$ cat src/rtl/reg_file_pkg.sv
// Shared types and constants for the sweep-clearable register file.
package reg_file_pkg;

   typedef enum logic {
      IDLE  = 1'b0,
      SWEEP = 1'b1
   } state_t;

   localparam int DEF_WIDTH = 32;
   localparam int DEF_DEPTH = 16;
   localparam int R0_IDX    = 0;

endpackage

$ cat src/rtl/reg_file_read_port.sv
// One combinational read port: range check, R0 masking and write bypass.
module reg_file_read_port
   import reg_file_pkg::*;
#(
   parameter int WIDTH   = DEF_WIDTH,
   parameter int DEPTH   = DEF_DEPTH,
   parameter int ADDR_W  = $clog2(DEPTH),
   parameter int R0_ZERO = 1,
   parameter int BYPASS  = 1
) (
   input  logic [ADDR_W-1:0] addr,
   input  logic [WIDTH-1:0]  stored,
   input  logic              wr_fire,
   input  logic [ADDR_W-1:0] wr_addr,
   input  logic [WIDTH-1:0]  wr_data,
   output logic [WIDTH-1:0]  data
);

   logic in_range;
   logic is_r0;

   assign in_range = int'(addr) < DEPTH;
   assign is_r0    = (R0_ZERO != 0) && (addr == ADDR_W'(R0_IDX));

   // Masking wins over bypass so a forwarded write can never leak into R0.
   always_comb begin
      data = stored;
      if ((BYPASS != 0) && wr_fire && (addr == wr_addr)) begin
         data = wr_data;
      end
      if (is_r0 || !in_range) begin
         data = '0;
      end
   end

endmodule

$ cat src/rtl/reg_file_sweep.sv
// DEPTH x WIDTH register file with one write port, two read ports and a
// one-register-per-cycle bulk clear engine that runs without reset.
module reg_file_sweep
   import reg_file_pkg::*;
#(
   parameter int WIDTH   = DEF_WIDTH,
   parameter int DEPTH   = DEF_DEPTH,
   parameter int ADDR_W  = $clog2(DEPTH),
   parameter int R0_ZERO = 1,
   parameter int BYPASS  = 1
) (
   input  logic              clk,
   input  logic              clr,
   input  logic              wr_en,
   input  logic [ADDR_W-1:0] wr_addr,
   input  logic [WIDTH-1:0]  wr_data,
   input  logic [ADDR_W-1:0] rd_addr_a,
   output logic [WIDTH-1:0]  rd_data_a,
   input  logic [ADDR_W-1:0] rd_addr_b,
   output logic [WIDTH-1:0]  rd_data_b,
   input  logic              bulk_clr_req,
   output logic              busy,
   output logic              wr_drop,
   output state_t            fsm_state
);

   localparam logic [ADDR_W-1:0] LAST = ADDR_W'(DEPTH - 1);

   logic [WIDTH-1:0]  mem [DEPTH];
   state_t            state;
   state_t            state_next;
   logic [ADDR_W-1:0] ptr;
   logic [ADDR_W-1:0] ptr_next;
   logic              idle;
   logic              wr_in_range;
   logic              wr_is_r0;
   logic              wr_fire;
   logic              drop_next;

   assign idle        = (state == IDLE);
   assign wr_in_range = int'(wr_addr) < DEPTH;
   assign wr_is_r0    = (R0_ZERO != 0) && (wr_addr == ADDR_W'(R0_IDX));
   assign wr_fire     = wr_en && idle && wr_in_range && !wr_is_r0;
   // A write to a hardwired R0 while idle is legal, so it is not a drop.
   assign drop_next   = wr_en && !wr_fire && !(wr_is_r0 && idle);

   assign busy      = (state == SWEEP);
   assign fsm_state = state;

   always_comb begin
      state_next = state;
      ptr_next   = ptr;
      case (state)
         IDLE: begin
            if (bulk_clr_req) begin
               state_next = SWEEP;
               ptr_next   = '0;
            end
         end
         SWEEP: begin
            if (ptr == LAST) begin
               state_next = IDLE;
               ptr_next   = '0;
            end else begin
               ptr_next = ptr + 1'b1;
            end
         end
         default: begin
            state_next = IDLE;
            ptr_next   = '0;
         end
      endcase
   end

   always_ff @(posedge clk or negedge clr) begin
      if (!clr) begin
         state   <= IDLE;
         ptr     <= '0;
         wr_drop <= 1'b0;
      end else begin
         state   <= state_next;
         ptr     <= ptr_next;
         wr_drop <= drop_next;
      end
   end

   // Writes and sweep clears never coincide: writes are only accepted when idle.
   always_ff @(posedge clk or negedge clr) begin
      if (!clr) begin
         for (int i = 0; i < DEPTH; i++) begin
            mem[i] <= '0;
         end
      end else begin
         if (wr_fire) begin
            mem[wr_addr] <= wr_data;
         end
         if (state == SWEEP) begin
            mem[ptr] <= '0;
         end
      end
   end

   reg_file_read_port #(
      .WIDTH(WIDTH), .DEPTH(DEPTH), .ADDR_W(ADDR_W),
      .R0_ZERO(R0_ZERO), .BYPASS(BYPASS)
   ) u_port_a (
      .addr(rd_addr_a), .stored(mem[rd_addr_a]), .wr_fire(wr_fire),
      .wr_addr(wr_addr), .wr_data(wr_data), .data(rd_data_a)
   );

   reg_file_read_port #(
      .WIDTH(WIDTH), .DEPTH(DEPTH), .ADDR_W(ADDR_W),
      .R0_ZERO(R0_ZERO), .BYPASS(BYPASS)
   ) u_port_b (
      .addr(rd_addr_b), .stored(mem[rd_addr_b]), .wr_fire(wr_fire),
      .wr_addr(wr_addr), .wr_data(wr_data), .data(rd_data_b)
   );

endmodule

$ cat config.mk
export PLATFORM = sky130hd
export DESIGN_NAME = reg_file_sweep
export DESIGN_NICKNAME = d
export VERILOG_FILES = /design/src/rtl/reg_file_pkg.sv /design/src/rtl/reg_file_read_port.sv /design/src/rtl/reg_file_sweep.sv
export SDC_FILE = /design/constraint.sdc
export NUM_CORES = 2
export LEC_CHECK = 0
export CELL_PAD_IN_SITES_DETAIL_PLACEMENT = 1
export CELL_PAD_IN_SITES_GLOBAL_PLACEMENT = 1
export CORE_MARGIN = 2
export CORE_UTILIZATION = 49
export CTS_CLUSTER_SIZE = 24
export DETAILED_ROUTE_END_ITERATION = 16
export PLACE_DENSITY_LB_ADDON = 0.12
export REMOVE_ABC_BUFFERS = 1
export SYNTH_ARGS = -nofsm -noshare
export SYNTH_HDL_FRONTEND = slang
export SYNTH_SLANG_ARGS = --single-unit
$ cat constraint.sdc
create_clock -name clk -period 2.9 [get_ports clk]
set_input_delay 0.725 -clock clk [delete_from_list [all_inputs] [get_ports clk]]
set_output_delay 0.725 -clock clk [all_outputs]
set_load 0.01 [all_outputs]
==> results.sh <==
export IMPL_status="finished, violations left"
export IMPL_violations="setup timing"
export IMPL_antenna_found_initial=0
export IMPL_min_period_ns=3.23
export IMPL_path_clk_slew_ns=0.06
export IMPL_grt_pass1_vias=29474
export IMPL_power_density_nw_per_um2=631
export IMPL_core_area_um2=60500
export IMPL_total_power_w=0.0235
export IMPL_ys_async_sr_fraction_pct=100
export IMPL_drv_slew=0
export IMPL_synth_area_leaders="dfrtp_1 (43%), mux4_2 (15%), nand2_1 (12%)"
export IMPL_grt_pass1_wl_um=194000
export IMPL_synth_top_cells_by_count="nand2_1 (981), dfrtp_1 (518), a21oi_1 (483), mux4_2 (199), mux2i_1 (192)"
export IMPL_cts_path_max_buffers=3
export IMPL_wl_um=133000
export IMPL_tightest_slew_ns=0.755
export IMPL_synth_most_common_cell="nand2_1"
export IMPL_vias=27330
export IMPL_grt_max_degree=74
export IMPL_cp_required_ns=2.17
export IMPL_n_antenna_cell=0
export IMPL_rsz0062_at_grt="true"
export IMPL_critPathCaptureType="output port"
export IMPL_ys_seq_area_share_pct=43.2
export IMPL_synth_area_um2=30000
export IMPL_finalSetupViolations=64
export IMPL_maxCapViolCount=0
export IMPL_drt_iter0_markers=2833
export IMPL_via_per_inst=6.86
export IMPL_synth_distinct_cells=39
export IMPL_fin_util_pct=61.6
export IMPL_fmax_ghz=0.310
export IMPL_die_h_um=251
export IMPL_clock_tree_root_cell="clkbuf_16"
export IMPL_htree_levels=2
export IMPL_yosysWarnings=0
export IMPL_yosysTopAreaCell="dfrtp_1"
export IMPL_die_x_um=251
export IMPL_dp_hpwl_um=77300
export IMPL_synthCells=2923
export IMPL_start_util_pct=49.6
export IMPL_drt_first_pass_iters=5
export IMPL_grt_use_total_pct=41.9
export IMPL_place_port_buffers=114
export IMPL_gr_total_overflow=0
export IMPL_clkSinkCount=518
export IMPL_place_gp_congestion=0.870
export IMPL_area_delta_synth_final_pct=24.2
export IMPL_setup_ws_ns=-0.328
export IMPL_fin_crit_sh_pct=111
export IMPL_hold_ws_ns=0.0279
export IMPL_drc=0
export IMPL_cp_max_fo=6
export IMPL_cts_made_buffers=59
export IMPL_yosysTopAreaCellShare_pct=43.2
export IMPL_worst_ep_arrival_time_ns=2.50
export IMPL_min_path_type="input pin to asynchronous set/reset pin"
export IMPL_drive_above_1_share_pct=27.2
export IMPL_wl_per_cell_um=33.4
export IMPL_num_nets_final=3206
export IMPL_dieArea_um2=63200
export IMPL_start_kind="input pin"
export IMPL_p_leak_nw=16.2
export IMPL_clock_latency_ns=0.64
export IMPL_io_pins=115
export IMPL_worst_clock_skew_ns=0.0133
export IMPL_drtAntennaViolNets=0
export IMPL_synth_edf_count=0
export IMPL_setup_tns_ns=-16.62
export IMPL_cts_tree="yes"
export IMPL_std_cell_rows=90
export IMPL_rrSetupSlack_ns=0.56
export IMPL_relSlewSlack_pct=49.7
export IMPL_synth_flop_cell="dfrtp_1"
export IMPL_ir_drop_v=0.000713
export IMPL_synth_seq_cells=518
export IMPL_crit_type="input pin to output port"
export IMPL_cts_hold_buf=0
export IMPL_final_hold_viol_count=0
export IMPL_syn_avg_cell_area_um2=10.3
cell families after synthesis:
| kind of cell | Yosys count | share of synthesized area [%] |
|---|---|---|
| compound gates | 553 | 10.1 |
| flops | 518 | 43.2 |
| buf+inv | 315 | 5.63 |
| mux | 448 | 26.4 |
| simple gates | 1076 | 14.3 |
| xor+xnor | 9 | 0.263 |
| fa+ha+maj | 4 | 0.167 |
metrics by stage:
| stage | worst slack [ns] | cells | cell area [µm²] |
|---|---|---|---|
| after floorplan | -0.451 | 2611 | 28300 |
| final | -0.328 | 3986 | 37200 |
| after CTS | -0.328 | 3949 | 36800 |
| after global routing | -0.353 | 3986 | 37200 |
| after global placement | -0.886 | 3779 | 33800 |
| after detailed placement | -0.944 | 3779 | 33800 |
final cells by class:
cell class / count / area, µm²
flip-flops and latches: 518 / 13000
fillers: 6295 / 23200
multi-input cells: 2090 / 15800
repair buffers: 482 / 5330
inverters: 3 / 11.3
clock buffers: 83 / 1730
well taps: 782 / 978
clock inverters: 28 / 385
sequential cells by signal, summed over array words and instances, names as in the netlist:
signal   count
mem        512
busy         1
wr_drop      1
ptr          4
where the power goes:
group          switching [W]  internal (W)
Clock                0.00338       0.00495
Sequential          0.000885       0.00824
Combinational        0.00355       0.00249
worst paths after layout:
check / start / endpoint / depth (start not counted)
min in group clk: mem[491] / mem[491] / 1
max in group asynchronous: clr / mem[195] / 3
setup reg to reg: busy / mem[495] / 5
setup / recovery: rd_addr_a[0] / rd_data_a[2] / 9
hold reg to reg: mem[491] / mem[491] / 1
hold / removal: clr / mem[491] / 1
layer usage:
metal	part of all wire, %	wire length, µm	vias up	GRT usage, %
met5	0	0	-	0
met4	6.7	8870	0	24.5
met2	46	60700	1892	65.3
met3	12	16000	561	11.3
met1	36	47800	14170	52.8
li1	-	-	10707	-
worst max-delay path: stages:
cell and delay, ns:
buf_16 0.14, buf_16 0.15, buf_12 0.13, buf_12 0.12
mux4_2 0.54, mux2i_2 0.22, mux2i_2 0.12, a22o_1 0.19
buf_2 0.14
placed cells by master, fill, tap and decap left out, types with 33 or more instances in the layout:
cell type	Yosys	routed
buf_4	19	224
clkbuf_16	0	67
buf_12	1	91
mux2i_2	0	34
buf_2	114	67
a22o_1	64	64
nor2b_1	34	34
nand2_1	981	970
clkdlybuf4s50_1	0	37
dfrtp_1	518	518
mux2i_1	192	152
a21oi_1	483	481
mux4_2	199	222
mux4_1	56	33
timing repair:
| action | in CTS | in global routing |
|---|---|---|
| gates cloned | 12 | 7 |
| gates resized for setup | 362 | 69 |
| pin swaps | 8 | 35 |
| setup endpoints to repair | 64 | 64 |
| setup buffers | 47 | 40 |
(Power assumes the default switching activity.)
